===== src/rtl/mdio_controller_pkg.sv =====
// Shared definitions for the Clause-22 MDIO management master:
// state encoding, opcodes, frame field positions and widths.
package mdio_controller_pkg;

    typedef enum logic [2:0] {
        ST_IDLE,
        ST_PREAMBLE,
        ST_SEND,
        ST_TURNAROUND,
        ST_RECEIVE
    } state_t;

    localparam logic [1:0] OP_READ  = 2'b10;
    localparam logic [1:0] OP_WRITE = 2'b01;

    // Frame layout: {ST, OP, PHYAD, REGAD, TA, DATA}
    localparam int ST_HI    = 31;
    localparam int OP_HI    = 29;
    localparam int OP_LO    = 28;
    localparam int PHYAD_HI = 27;
    localparam int REGAD_HI = 22;
    localparam int TA_HI    = 17;

    localparam int FRAME_W  = 32;
    localparam int ADDR_W   = 14;
    localparam int TA_W     = 2;
    localparam int DATA_W   = 16;
    localparam int PRE_W    = 32;

    // Counter value on the final bit of a field of width w.
    function automatic logic [4:0] last_bit(input int w);
        return 5'(w - 1);
    endfunction

endpackage


===== src/rtl/mdio_clkgen.sv =====
// MDC divider: low half then high half per bit period, with
// strobes on the cycle before MDC rises and on the last bit cycle.
module mdio_clkgen #(
    parameter int MDC_HALF = 1
) (
    input  logic clk_i,
    input  logic rst_i,
    input  logic en_i,
    output logic mdc_o,
    output logic rise_o,
    output logic bit_end_o
);

    localparam int CW = (MDC_HALF > 1) ? $clog2(2 * MDC_HALF) : 1;
    localparam logic [CW-1:0] HALF = CW'(MDC_HALF);
    localparam logic [CW-1:0] RISE = CW'(MDC_HALF - 1);
    localparam logic [CW-1:0] LAST = CW'(2 * MDC_HALF - 1);

    logic [CW-1:0] cnt_q;
    logic [CW-1:0] cnt_d;

    // Phase within the bit period; parked at 0 while disabled.
    always_comb begin
        cnt_d = '0;
        if (en_i && cnt_q != LAST) begin
            cnt_d = cnt_q + CW'(1);
        end
    end

    // Phase register.
    always_ff @(posedge clk_i or posedge rst_i) begin
        if (rst_i) begin
            cnt_q <= '0;
        end else begin
            cnt_q <= cnt_d;
        end
    end

    assign mdc_o     = en_i && (cnt_q >= HALF);
    assign rise_o    = en_i && (cnt_q == RISE);
    assign bit_end_o = en_i && (cnt_q == LAST);

endmodule


===== src/rtl/mdio_controller.sv =====
// Clause-22 MDIO master: shifts a 32-bit frame out, captures read data.
// Optional 32-bit all-ones preamble when MDIO_PREAMBLE_EN is defined.
module mdio_controller
    import mdio_controller_pkg::*;
#(
    parameter int MDC_HALF = 1
) (
    input  logic        CLK,
    input  logic        RESET,
    input  logic        MDIO_START,
    input  logic [31:0] T_DATA,
    input  logic        MDIO_IN,
    output logic [15:0] RD_DATA,
    output logic        DATA_RDY,
    output logic        MDC,
    output logic        MDIO_OE,
    output logic        MDIO_OUT
);

    state_t      state_q, state_d;
    logic [31:0] sr_q, sr_d;
    logic [4:0]  bit_q, bit_d;
    logic [15:0] rd_q, rd_d;
    logic        rdy_q, rdy_d;
    logic        read_q, read_d;
    logic        oe, out_bit;
    logic        mdc, rise, bit_end;

    mdio_clkgen #(
        .MDC_HALF (MDC_HALF)
    ) u_clkgen (
        .clk_i     (CLK),
        .rst_i     (RESET),
        .en_i      (state_q != ST_IDLE),
        .mdc_o     (mdc),
        .rise_o    (rise),
        .bit_end_o (bit_end)
    );

    // Frame sequencing, shift register and read-data capture.
    always_comb begin
        state_d = state_q;
        sr_d    = sr_q;
        bit_d   = bit_q;
        rd_d    = rd_q;
        rdy_d   = rdy_q;
        read_d  = read_q;
        oe      = 1'b0;
        out_bit = 1'b0;
        unique case (state_q)
            ST_IDLE: begin
                if (MDIO_START) begin
                    sr_d   = T_DATA;
                    read_d = (T_DATA[OP_HI:OP_LO] == OP_READ);
                    rdy_d  = 1'b0;
                    bit_d  = '0;
`ifdef MDIO_PREAMBLE_EN
                    state_d = ST_PREAMBLE;
`else
                    state_d = ST_SEND;
`endif
                end
            end
            ST_PREAMBLE: begin
                oe      = 1'b1;
                out_bit = 1'b1;
                if (bit_end) begin
                    bit_d = bit_q + 5'd1;
                    if (bit_q == last_bit(PRE_W)) begin
                        bit_d   = '0;
                        state_d = ST_SEND;
                    end
                end
            end
            ST_SEND: begin
                oe      = 1'b1;
                out_bit = sr_q[FRAME_W-1];
                if (bit_end) begin
                    sr_d  = {sr_q[FRAME_W-2:0], 1'b0};
                    bit_d = bit_q + 5'd1;
                    if (read_q && bit_q == last_bit(ADDR_W)) begin
                        bit_d   = '0;
                        state_d = ST_TURNAROUND;
                    end else if (bit_q == last_bit(FRAME_W)) begin
                        bit_d   = '0;
                        state_d = ST_IDLE;
                    end
                end
            end
            ST_TURNAROUND: begin
                if (bit_end) begin
                    bit_d = bit_q + 5'd1;
                    if (bit_q == last_bit(TA_W)) begin
                        bit_d   = '0;
                        state_d = ST_RECEIVE;
                    end
                end
            end
            ST_RECEIVE: begin
                if (rise) begin
                    rd_d = {rd_q[DATA_W-2:0], MDIO_IN};
                end
                if (bit_end) begin
                    bit_d = bit_q + 5'd1;
                    if (bit_q == last_bit(DATA_W)) begin
                        bit_d   = '0;
                        rdy_d   = 1'b1;
                        state_d = ST_IDLE;
                    end
                end
            end
            default: begin
                state_d = ST_IDLE;
            end
        endcase
    end

    // State and datapath registers.
    always_ff @(posedge CLK or posedge RESET) begin
        if (RESET) begin
            state_q <= ST_IDLE;
            sr_q    <= '0;
            bit_q   <= '0;
            rd_q    <= '0;
            rdy_q   <= 1'b0;
            read_q  <= 1'b0;
        end else begin
            state_q <= state_d;
            sr_q    <= sr_d;
            bit_q   <= bit_d;
            rd_q    <= rd_d;
            rdy_q   <= rdy_d;
            read_q  <= read_d;
        end
    end

    assign MDC      = mdc;
    assign MDIO_OE  = oe;
    assign MDIO_OUT = oe & out_bit;
    assign RD_DATA  = rd_q;
    assign DATA_RDY = rdy_q;

endmodule


===== config.mk =====
export PLATFORM = sky130hd
export DESIGN_NAME = mdio_controller
export DESIGN_NICKNAME = d
export VERILOG_FILES = /design/src/rtl/mdio_controller_pkg.sv /design/src/rtl/mdio_clkgen.sv /design/src/rtl/mdio_controller.sv
export SDC_FILE = /design/constraint.sdc
export NUM_CORES = 1
export LEC_CHECK = 0
export BUFFER_PORTS_ARGS = -buffer_cell sky130_fd_sc_hd__buf_2
export CAP_MARGIN = 20
export CORE_UTILIZATION = 50
export DETAILED_ROUTE_END_ITERATION = 7
export PLACE_DENSITY_LB_ADDON = 0.05
export SYNTH_ARGS = -nofsm -noshare
export SYNTH_HDL_FRONTEND = slang
export SYNTH_SLANG_ARGS = --single-unit

===== constraint.sdc =====
create_clock -name CLK -period 2.45 [get_ports CLK]
set_clock_uncertainty 0.2 [all_clocks]
set_input_delay 0.1225 -clock CLK [delete_from_list [all_inputs] [get_ports CLK]]
set_output_delay 0.1225 -clock CLK [all_outputs]
set_load 0.05 [all_outputs]

==> out/results.txt <==
Status: complete, no violations
EDFF count, synth: 0
Commonest cells post-synth: dfrtp_1, nand2_1, mux2i_1
Worst slew pin tran: 0.671 ns
Reg2Reg Setup Slack: 0.32 ns
Clk buf depth: 2
Leakage: 1.93 nW
FMAX: 469 MHz
CP required: 2.46 ns
Layout Area Growth over Synthesis: 30.2%
Ys Warns: 0
Mapped Nets: 302
Full die area: 6090 um2
Rel. slew slack: 0.552
Post-DP HPWL: 3.67 mm
Total grt overflow: 0
Post-route DRC: 0
RSZ-0062 raised after global routing: false
Final Hold Fails: 0
WL per Instance: 13.4 um
Initial DRT Pass Iterations: 4
Maximum VDD drop: 0.000362 V
Share of cells above drive strength 1: 0.274
Max Cap Violations: 0
CP Capture Type: flip-flop
Fill cells: 468
Max Fanout on Critical Path: 5
Clk sinks: 59
Vias in the first global route: 2178
Startpoint Class: flip-flop
Net count, final: 395
Top Ports: 56
Min Hold Slack: 0.250 ns
Pwr/cell area: 506 nW/um2
Top cell type's share of synthesized area: 0.511
Core Area: 5540 um2
Clock root cell: clkbuf_8
First-pass GRT wire length: 9.83 mm
Finished Cell Area: 3760 um2
CTS clk-pin slew, worst paths: 0.06 ns
Final core occ: 0.679
DR vias: 2215
TritonCTS clock tree: done
Post-Route WL: 5.77 mm
Mean Syn Cell Area: 11.1 um2
Most frequent cell after synthesis: dfrtp_1
Crit Path Category: flip-flop to flip-flop
Max Slew Vio Count: 0
Initial antenna violation count: 0
Reg area: 1480 um2
Clock power share: 0.417
Final GP Congestion: 0.720
# setup viols final: 0
Int Power: 1.50 mW
Post-Syn Instances: 261
Total Routing Usage GR: 0.214
Hold Path Class: input pin to asynchronous set/reset pin
Starting Density: 0.522
Minimum clock period: 2.13 ns
Port Buf Inserts: 55
Sw Share: 0.213
Crit. Startpoint: bit_q[0]
Setup TNS: 0 ns
Chip Width: 78.0 um
Multi-input gate area: 1310 um2
Post-DRT Antenna Nets: 0
H-tree Lvls: 3
Logic pwr share: 0.059
Placed cell areas: 3220 um2
Num rows: 27
Drt initial violations: 100
Period Utilization, post-route: 0.870
Leading area contributor after synthesis: dfrtp_1
Final Power: 1.90 mW
Reg-to-Reg Start: bit_q[0]
Post-synth top flop: dfrtp_1
Vias/cell: 5.15
Synth top area cells: dfrtp_1, mux2i_1, o21ai_1
CTS Buf Count: 9
Ys async rst share: 1.00
Largest net degree at the start of global routing: 63
Critical path arrival: 2.14 ns
Register share of total power: 0.523
Vert. Die Dim: 78.0 um
Reg2Reg Depth: 8
Netlist Area Pre-Place: 2890 um2
Unique cell type count in the Yosys netlist: 35
Yosys reg bits: 59
Sequential fraction of the synthesis area: 0.511
Reg2reg end: state_q[1]
Worst-Skew Late Latency: 0.33 ns
Psw: 405 uW
# diodes: 0
[power groups by stage]
stage,Sequential [mW],Clock (mW),Combinational (mW)
2_1_floorplan,1.01,0,0.0299
3_5_place_dp,1.01,0,0.0711
3_3_place_gp,1.01,0,0.0695
6_report,0.996,0.794,0.113
4_1_cts,0.996,0.815,0.114
5_1_grt,0.997,0.860,0.126
[sequential cells by signal (all words and copies together) (netlist names)]
signal          flops
sr_q               32
RD_DATA            16
read_q              1
bit_q               5
state_q             3
u_clkgen.cnt_q      1
DATA_RDY            1
[metrics by stage]
| stage | setup slack [ns] | cells |
|---|---|---|
| 2_1_floorplan | 0.147 | 261 |
| 3_3_place_gp | 0.308 | 379 |
| 3_5_place_dp | 0.305 | 379 |
| 4_1_cts | 0.296 | 430 |
| 5_1_grt | 0.178 | 430 |
| 6_report | 0.320 | 430 |
[critical path, stage by stage (launching register included)]
cell      delay, ns
dfrtp_1        0.39
ha_1           0.20
nand3_1        0.11
inv_1          0.10
ha_1           0.21
o32ai_4        0.10
a31oi_4        0.25
o211ai_4       0.15
mux2_4         0.31
[how the worst max path moves through the flow]
stage                       endpoint  slack (ns)
after global routing      state_q[2]        0.18
final                     state_q[1]        0.32
after global placement    state_q[2]        0.31
after CTS                 state_q[1]        0.30
after detailed placement  state_q[1]        0.30
after floorplan           state_q[1]        0.15
[per-layer routing]
metal / vias up / GRT usage / share of wire
met3: 8 / 0.0570 / 0.035
met1: 1067 / 0.268 / 0.46
li1: 1089 / - / -
met4: 0 / 0.0889 / 0.013
met2: 51 / 0.350 / 0.49
met5: - / 0 / 0
[final cells by class]
cell class | count | share of cell area
Clock buffer | 13 | 0.0449
Clock inverter | 2 | 0.00266
Inverter | 6 | 0.00598
Multi-Input combinational cell | 180 | 0.347
Sequential cell | 59 | 0.392
Tap cell | 72 | 0.0239
Timing Repair Buffer | 98 | 0.183
[cell families after synthesis]
group | after synthesis | share of synthesized area
AOI/OAI and AO/OA | 49 | 0.111
DFF | 59 | 0.511
buffers and inverters | 22 | 0.0372
and+or+nand+nor | 74 | 0.128
muxes | 52 | 0.191
adders and majority gates | 5 | 0.0216
[placed cells by master, fill, tap and decap left out, types with 3 or more instances in the layout]
cell type	n
nand2_1	42
nand3_1	6
buf_2	55
inv_1	5
mux2i_1	33
o21ai_1	32
ha_1	5
buf_4	7
mux2_1	7
a21oi_1	3
mux2_2	10
dfrtp_1	59
nor2b_1	4
clkbuf_8	12
nand2b_1	4
o21ai_0	3
dlygate4sd3_1	36
nor2_1	5
[timing repair]
action | 4_1_cts | 5_1_grt
resized for setup | 0 | 0
setup buffers | 0 | 0
hold buffers | 36 | 0
hold endpoints to repair | 64 | 0
Power figures use the tool's default switching activity.
